[config.mk]
export PLATFORM = sky130hd
export DESIGN_NAME = cpu_ctrl
export DESIGN_NICKNAME = d
export VERILOG_FILES = /design/src/rtl/cpu_ctrl.sv
export SDC_FILE = /design/constraint.sdc
export NUM_CORES = 1
export LEC_CHECK = 0
export CAP_MARGIN = 20
export CORE_ASPECT_RATIO = 0.6
export CORE_MARGIN = 2
export CORE_UTILIZATION = 55
export DETAILED_ROUTE_END_ITERATION = 10
export PLACE_DENSITY = 0.86
export SLEW_MARGIN = 40
export SYNTH_ARGS = -nofsm -noshare
export SYNTH_HDL_FRONTEND = slang
export SYNTH_SLANG_ARGS = --single-unit
[constraint.sdc]
create_clock -name clk -period 3.4 [get_ports clk]
set_clock_uncertainty 0.15 [all_clocks]
set_input_delay 0.85 -clock clk [delete_from_list [all_inputs] [get_ports clk]]
set_output_delay 0.85 -clock clk [all_outputs]
set_load 0.05 [all_outputs]
[src/rtl/cpu_ctrl.sv]
// Multi-cycle CPU control unit: sequences fetch/decode/execute/memory/write-back
// and counts retired instructions. The state register is clocked; the strobes are decoded from it.
module cpu_ctrl #(
    parameter int MEM_TIMEOUT = 16
) (
    input  logic        clk,
    input  logic        rst_n,
    input  logic        run,
    input  logic [5:0]  op,
    input  logic        zero,
    input  logic        dmem_ready,
    output logic        ir_we,
    output logic        pc_we,
    output logic [1:0]  pc_sel,
    output logic        reg_update,
    output logic        wb_sel,
    output logic        mem_req,
    output logic        mem_we,
    output logic        halted,
    output logic        err,
    output logic [2:0]  state,
    output logic [31:0] instr_cnt
);

    typedef enum logic [2:0] {
        S_IDLE   = 3'd0,
        S_FETCH  = 3'd1,
        S_DECODE = 3'd2,
        S_EXEC   = 3'd3,
        S_MEM    = 3'd4,
        S_WB     = 3'd5,
        S_HALT   = 3'd6,
        S_ERR    = 3'd7
    } state_t;

    localparam int WW = $clog2(MEM_TIMEOUT + 1);

    function automatic logic is_alu(input logic [5:0] o);
        return (o[5:4] == 2'b00);
    endfunction

    function automatic logic is_lw(input logic [5:0] o);
        return (o == 6'b010000);
    endfunction

    function automatic logic is_sw(input logic [5:0] o);
        return (o == 6'b010001);
    endfunction

    function automatic logic is_beq(input logic [5:0] o);
        return (o == 6'b100000);
    endfunction

    function automatic logic is_jmp(input logic [5:0] o);
        return (o == 6'b100001);
    endfunction

    state_t          state_q;
    state_t          state_d;
    state_t          boundary;
    logic [5:0]      op_q;
    logic [WW-1:0]   wait_q;
    logic [31:0]     cnt_q;

    // State register and the opcode captured while DECODE is active.
    always_ff @(posedge clk) begin
        if (!rst_n) begin
            state_q <= S_IDLE;
            op_q    <= 6'd0;
        end else begin
            state_q <= state_d;
            if (state_q == S_DECODE) begin
                op_q <= op;
            end
        end
    end

    // MEM wait counter: zero outside MEM, so it is already cleared on MEM entry.
    always_ff @(posedge clk) begin
        if (!rst_n) begin
            wait_q <= '0;
        end else if (state_q == S_MEM && !dmem_ready) begin
            wait_q <= wait_q + WW'(1);
        end else begin
            wait_q <= '0;
        end
    end

    // Retired-instruction counter, wraps naturally at 32 bits.
    always_ff @(posedge clk) begin
        if (!rst_n) begin
            cnt_q <= 32'd0;
        end else if (pc_we) begin
            cnt_q <= cnt_q + 32'd1;
        end
    end

    // Next-state and strobe decode.
    always_comb begin
        state_d    = state_q;
        ir_we      = 1'b0;
        pc_we      = 1'b0;
        pc_sel     = 2'b00;
        reg_update = 1'b0;
        wb_sel     = 1'b0;
        mem_req    = 1'b0;
        mem_we     = 1'b0;
        boundary   = run ? S_FETCH : S_IDLE;
        case (state_q)
            S_IDLE: begin
                state_d = boundary;
            end
            S_FETCH: begin
                ir_we   = 1'b1;
                state_d = S_DECODE;
            end
            S_DECODE: begin
                if (op == 6'b111111) begin
                    state_d = S_HALT;
                end else if (is_alu(op) || is_lw(op) || is_sw(op) || is_beq(op) || is_jmp(op)) begin
                    state_d = S_EXEC;
                end else begin
                    state_d = S_ERR;
                end
            end
            S_EXEC: begin
                if (is_alu(op_q)) begin
                    state_d = S_WB;
                end else if (is_lw(op_q) || is_sw(op_q)) begin
                    state_d = S_MEM;
                end else if (is_beq(op_q)) begin
                    pc_we   = 1'b1;
                    pc_sel  = zero ? 2'b01 : 2'b00;
                    state_d = boundary;
                end else if (is_jmp(op_q)) begin
                    pc_we   = 1'b1;
                    pc_sel  = 2'b10;
                    state_d = boundary;
                end else begin
                    state_d = S_ERR;
                end
            end
            S_MEM: begin
                mem_req = 1'b1;
                mem_we  = is_sw(op_q);
                // A ready on the last allowed cycle wins over the timeout.
                if (dmem_ready) begin
                    if (is_sw(op_q)) begin
                        pc_we   = 1'b1;
                        state_d = boundary;
                    end else begin
                        state_d = S_WB;
                    end
                end else if (wait_q == WW'(MEM_TIMEOUT - 1)) begin
                    state_d = S_ERR;
                end else begin
                    state_d = S_MEM;
                end
            end
            S_WB: begin
                reg_update = 1'b1;
                pc_we      = 1'b1;
                wb_sel     = is_lw(op_q);
                state_d    = boundary;
            end
            S_HALT: begin
                state_d = S_HALT;
            end
            S_ERR: begin
                state_d = S_ERR;
            end
            default: begin
                state_d = S_ERR;
            end
        endcase
    end

    assign halted    = (state_q == S_HALT);
    assign err       = (state_q == S_ERR);
    assign state     = state_q;
    assign instr_cnt = cnt_q;

endmodule

# After elaboration in Yosys (flattened, before gate mapping)
# Cells that the tools add are included.
totals:
  word_cells: 64
  in_bits: 11
  out_inout_bits: 45
  regBits: 46
op_classes:
  n_eq_ne: 17
  add_sub_neg: 2
  mux: 29
  reduce_logical: 12
op_table:
  columns: ["operator", "n"]
  rows:
  - ["adder 32 x 1 -> 32 bit, second input constant", 1]
  - ["equality test 6 bit, second input constant", 5]
  - ["equality test 6 x 5 -> 1 bit, second input constant", 4]
  - ["two-way mux 3 bit", 8]
  - ["one-hot mux 3 bit (7 select lines)", 1]
  - ["two-way mux 1 bit", 13]
  - ["equality test 3 bit, second input constant", 4]
  - ["two-way mux 2 bit", 6]
  - ["equality test 3 x 2 -> 1 bit, second input constant", 2]
  - ["adder 5 x 1 -> 5 bit, second input constant", 1]
  - ["equality test 5 x 4 -> 1 bit, second input constant", 1]
  - ["logical OR 1 bit", 5]
  - ["logical NOT 2 bit", 2]
  - ["equality test 3 x 1 -> 1 bit, second input constant", 1]
  - ["logical NOT 3 bit", 1]
  - ["one-hot mux 1 bit (3 select lines)", 1]
  - ["AND reduction 2 bit", 1]
  - ["OR reduction 2 bit", 1]
  - ["logical AND 1 bit", 1]
  - ["logical NOT 1 bit", 1]

# Logic depth before layout (Yosys ltp)
depth:
  ltp_word: 8
  mapped_depth: 8
  mapped_depth_nobuf: 7

# Worst setup path before layout
# Ideal clock, no wire load.
synth_path:
  path_type: "flip-flop to output port"
  start: "reg state_q[2] (netlist: state[2])"
  end: "out mem_we"
  arrival_time_ns: 3.042
  setup_slack_ns: -0.642
  path_stages_with_launch: 5
  n_path_buf: 1
  t_required_ns: 2.400
  cell_sequence: "dfxtp_1 -> clkbuf_1 -> nor3b_1 -> nand2_1 -> nor2_1"
synth_between:
  elab_chain_len: 2
synth_lines:
  columns: ["item", "line_no", "source"]
  rows:
  - ["start, declared", "58", "state_t state_q;"]
  - ["start signal, assigned", "71", "state_q <= state_d;"]
  - ["equality test 3 bit", "109", "case (state_q)"]
  - ["two-way mux 1 bit", "109", null]
  - ["end, declared", "18", "output logic mem_we,"]
# No other way between the ends.

# Worst setup path in the final report
layout_path:
  start: "in dmem_ready"
  end: "out pc_we"
layout_between:
  elab_chain_len: 2
layout_lines:
  columns: ["item", "line_no", "source"]
  rows:
  - ["start, declared", "11", "input logic dmem_ready,"]
  - ["two-way mux 1 bit", "147", "if (dmem_ready) begin"]
  - ["one-hot mux 1 bit (3 select lines)", "109", null]
  - ["end, declared", "13", "output logic pc_we,"]
# No other way between the ends.

==> results.yml <==
drt:
  drt_first_iter_violations: 114
  drc: 0
  first_pass_iters: 4
  routed_wl_um: 6060
  vias_per_cell: 5.51
  routedWlPerCell_um: 15.2
  num_vias: 2191
  antenna_left: 0
sta:
  slew_headroom: 0.590
  period_needed_ns: 3.31
  rsz0062_at_grt: "no"
  hold_viol_final: 0
  worst_slack_ns: 0.0870
  fin_hold_ws_ns: 0.307
  report.final.setup_viol: 0
  final_max_slew_viol_count: 0
  period_share: 0.974
  fmax_ghz: 0.302
  worst_slew_pin_slew_ns: 0.613
  finalSetupTns_ns: 0
clock_network:
  clkLatencyLatePin_ns: 0.31
  cts_tree: "done"
  ctsHoldBuffers: 0
  max-clock-path-buffers: 2
  h-tree-depth: 2
  clkTransAtPathRegs_ns: 0.09
  root_buffer: "clkbuf_8"
  clock_sinks: 46
  cts_made_buffers: 5
  ctsResizeCount: 0
  cts_setup_buffers: 0
worst_setup_path:
  slowest_stage: "clkdlybuf4s50_1"
  critPathCaptureType: "output pin"
  r2r_cells: 6
  path_class: "in2out"
  max_stage_delay_ns: 0.52
  setup.worst_path.start_class: "primary input"
  crit_arrival_ns: 2.31
  critPathTopFamily: "simple AND/OR/NAND/NOR gates"
  path_buf_inv: 2
  cp_max_fo: 4
  crit_cells: 5
  cp.required_ns: 2.40
  cp_cell_sequence: "clkdlybuf4s50_1 > nand4b_1 > or4_4 > nand2_1 > buf_12"
  reg2reg_slack_ns: 0.70
cells_and_area:
  final_common_cell: "clkdlybuf4s50_1"
  final_util: 0.735
  drive_above_1_share: 0.128
  num_antenna_cells: 0
  fin_nets: 348
  fin_cells: 398
  areaGrowthSynthToFinish_pct: 29.9
  fin_area_um2: 3340
  mostFrequentLayoutCells: "clkdlybuf4s50_1 (53), dfxtp_1 (46), nor2_1 (45)"
status:
  status: "completed"
synth:
  syn_area_um2: 2570
  synth_cells: 283
  yosys.area_share.simple: 0.243
  synth_xor_area_frac: 0.0954
  syn_nets: 297
  syn_area_per_cell_um2: 9.09
  synth_ff_type: "dfxtp_1"
  synth_compound_area_frac: 0.207
  synth_fa_ha_area_frac: 0.0146
  muxShareOfSynthArea: 0.0350
  ys_seq_elements: 46
  yosys_warnings: 0
  synth_edf_count: 0
  synth_top_family_by_area: "simple AND/OR/NAND/NOR gates"
  synthArstFlopShare: 0
  ys_seq_area_frac: 0.358
  netlist-cell-type-count: 42
floorplan:
  die_h_um: 57.0
  io_pins: 56
  die-width_um: 92.3
  start_util: 0.566
  core_um2: 4540
  num_rows: 19
  die_area_um2: 5260
placement:
  port_buffers: 55
  gp_congestion: 0.857
  dp_slack_ns: 0.0808
  placed_area_um2: 3200
  dpl.hpwl_um: 4350
  placedCellCount: 390
global_routing:
  gr-usage-all-layers: 0.240
  grt_pass1_wl_um: 9840
  grt-ovfl-total: 0
  first_global_vias: 2011
  grt_max_degree: 37
  antenna_found_initial: 0
power_and_ir_drop:
  ir_worst_vdd_uv: 308
  power.density_nw_per_um2: 409
  power_mw: 1.37
  p_leak_nw: 1.00
flow_run:
  maxCapViolCount: 0
worst_hold_path:
  hold_depth: 1
  hp-class: "reg2reg"
==> kinds of logic after synthesis <==
| logic type | after synthesis |
|---|---|
| AOI/OAI and AO/OA | 48 |
| DFF | 46 |
| and+or+nand+nor | 125 |
| xor gates and xnor gates | 28 |
| buffers and inverters | 24 |
| adders and majority gates | 3 |
| muxes | 9 |
==> final cells by class <==
cell class | count | area (um^2)
multi-input cells | 213 | 1560
fillers | 347 | 1200
flip-flops and latches | 46 | 921
repair buffers | 60 | 608
well taps | 63 | 78.8
clock buffers | 5 | 68.8
clock inverters | 3 | 68.8
inverters | 8 | 30.0
==> synth_stat cells, types with 2 or more instances <==
library cell  instances  area [um^2]
dfxtp_1              46          921
nor2_1               45          169
xnor2_1              27          236
nand2_1              24         90.1
nand3_1              16         80.1
a211oi_2             13          163
a21oi_1              12         60.1
clkbuf_1              9         33.8
mux2i_1               9         90.1
nand4_1               8         50.1
a2111oi_4             7          193
inv_1                 7         26.3
and4_1                6         52.6
o21ai_0               5         25.0
and3_1                4         25.0
nand2b_1              4         25.0
and2_1                3         18.8
buf_2                 3         15.0
buf_6                 3         33.8
ha_1                  3         37.5
a211oi_1              2         15.0
nand3b_1              2         15.0
nor2b_1               2         12.5
nor3_1                2         10.0
nor3b_1               2         15.0
nor4_1                2         12.5
o21a_1                2         15.0
==> registers in the layout, indices dropped and copies added (netlist names) <==
register,count
op_q,6
instr_cnt,32
state,3
wait_q,5
==> routing by layer <==
layer	track usage	vias up	wire, um
li1	-	1102	-
met1	0.345	1024	3030
met2	0.363	56	2660
met3	0.0462	9	287
met4	0.0917	0	82
met5	0	-	0
==> power breakdown <==
part	internal [mW]	switching [mW]
Sequential	0.559	0.0506
Clock	0.294	0.194
Combinational	0.103	0.164
==> final timing paths <==
check	startpoint	end
min	wait_q[0]	wait_q[0]
max reg2reg	state[1]	instr_cnt[30]
min reg2reg	wait_q[0]	wait_q[0]
max	dmem_ready	pc_we
No activity file was read; power rests on OpenSTA's default activity.
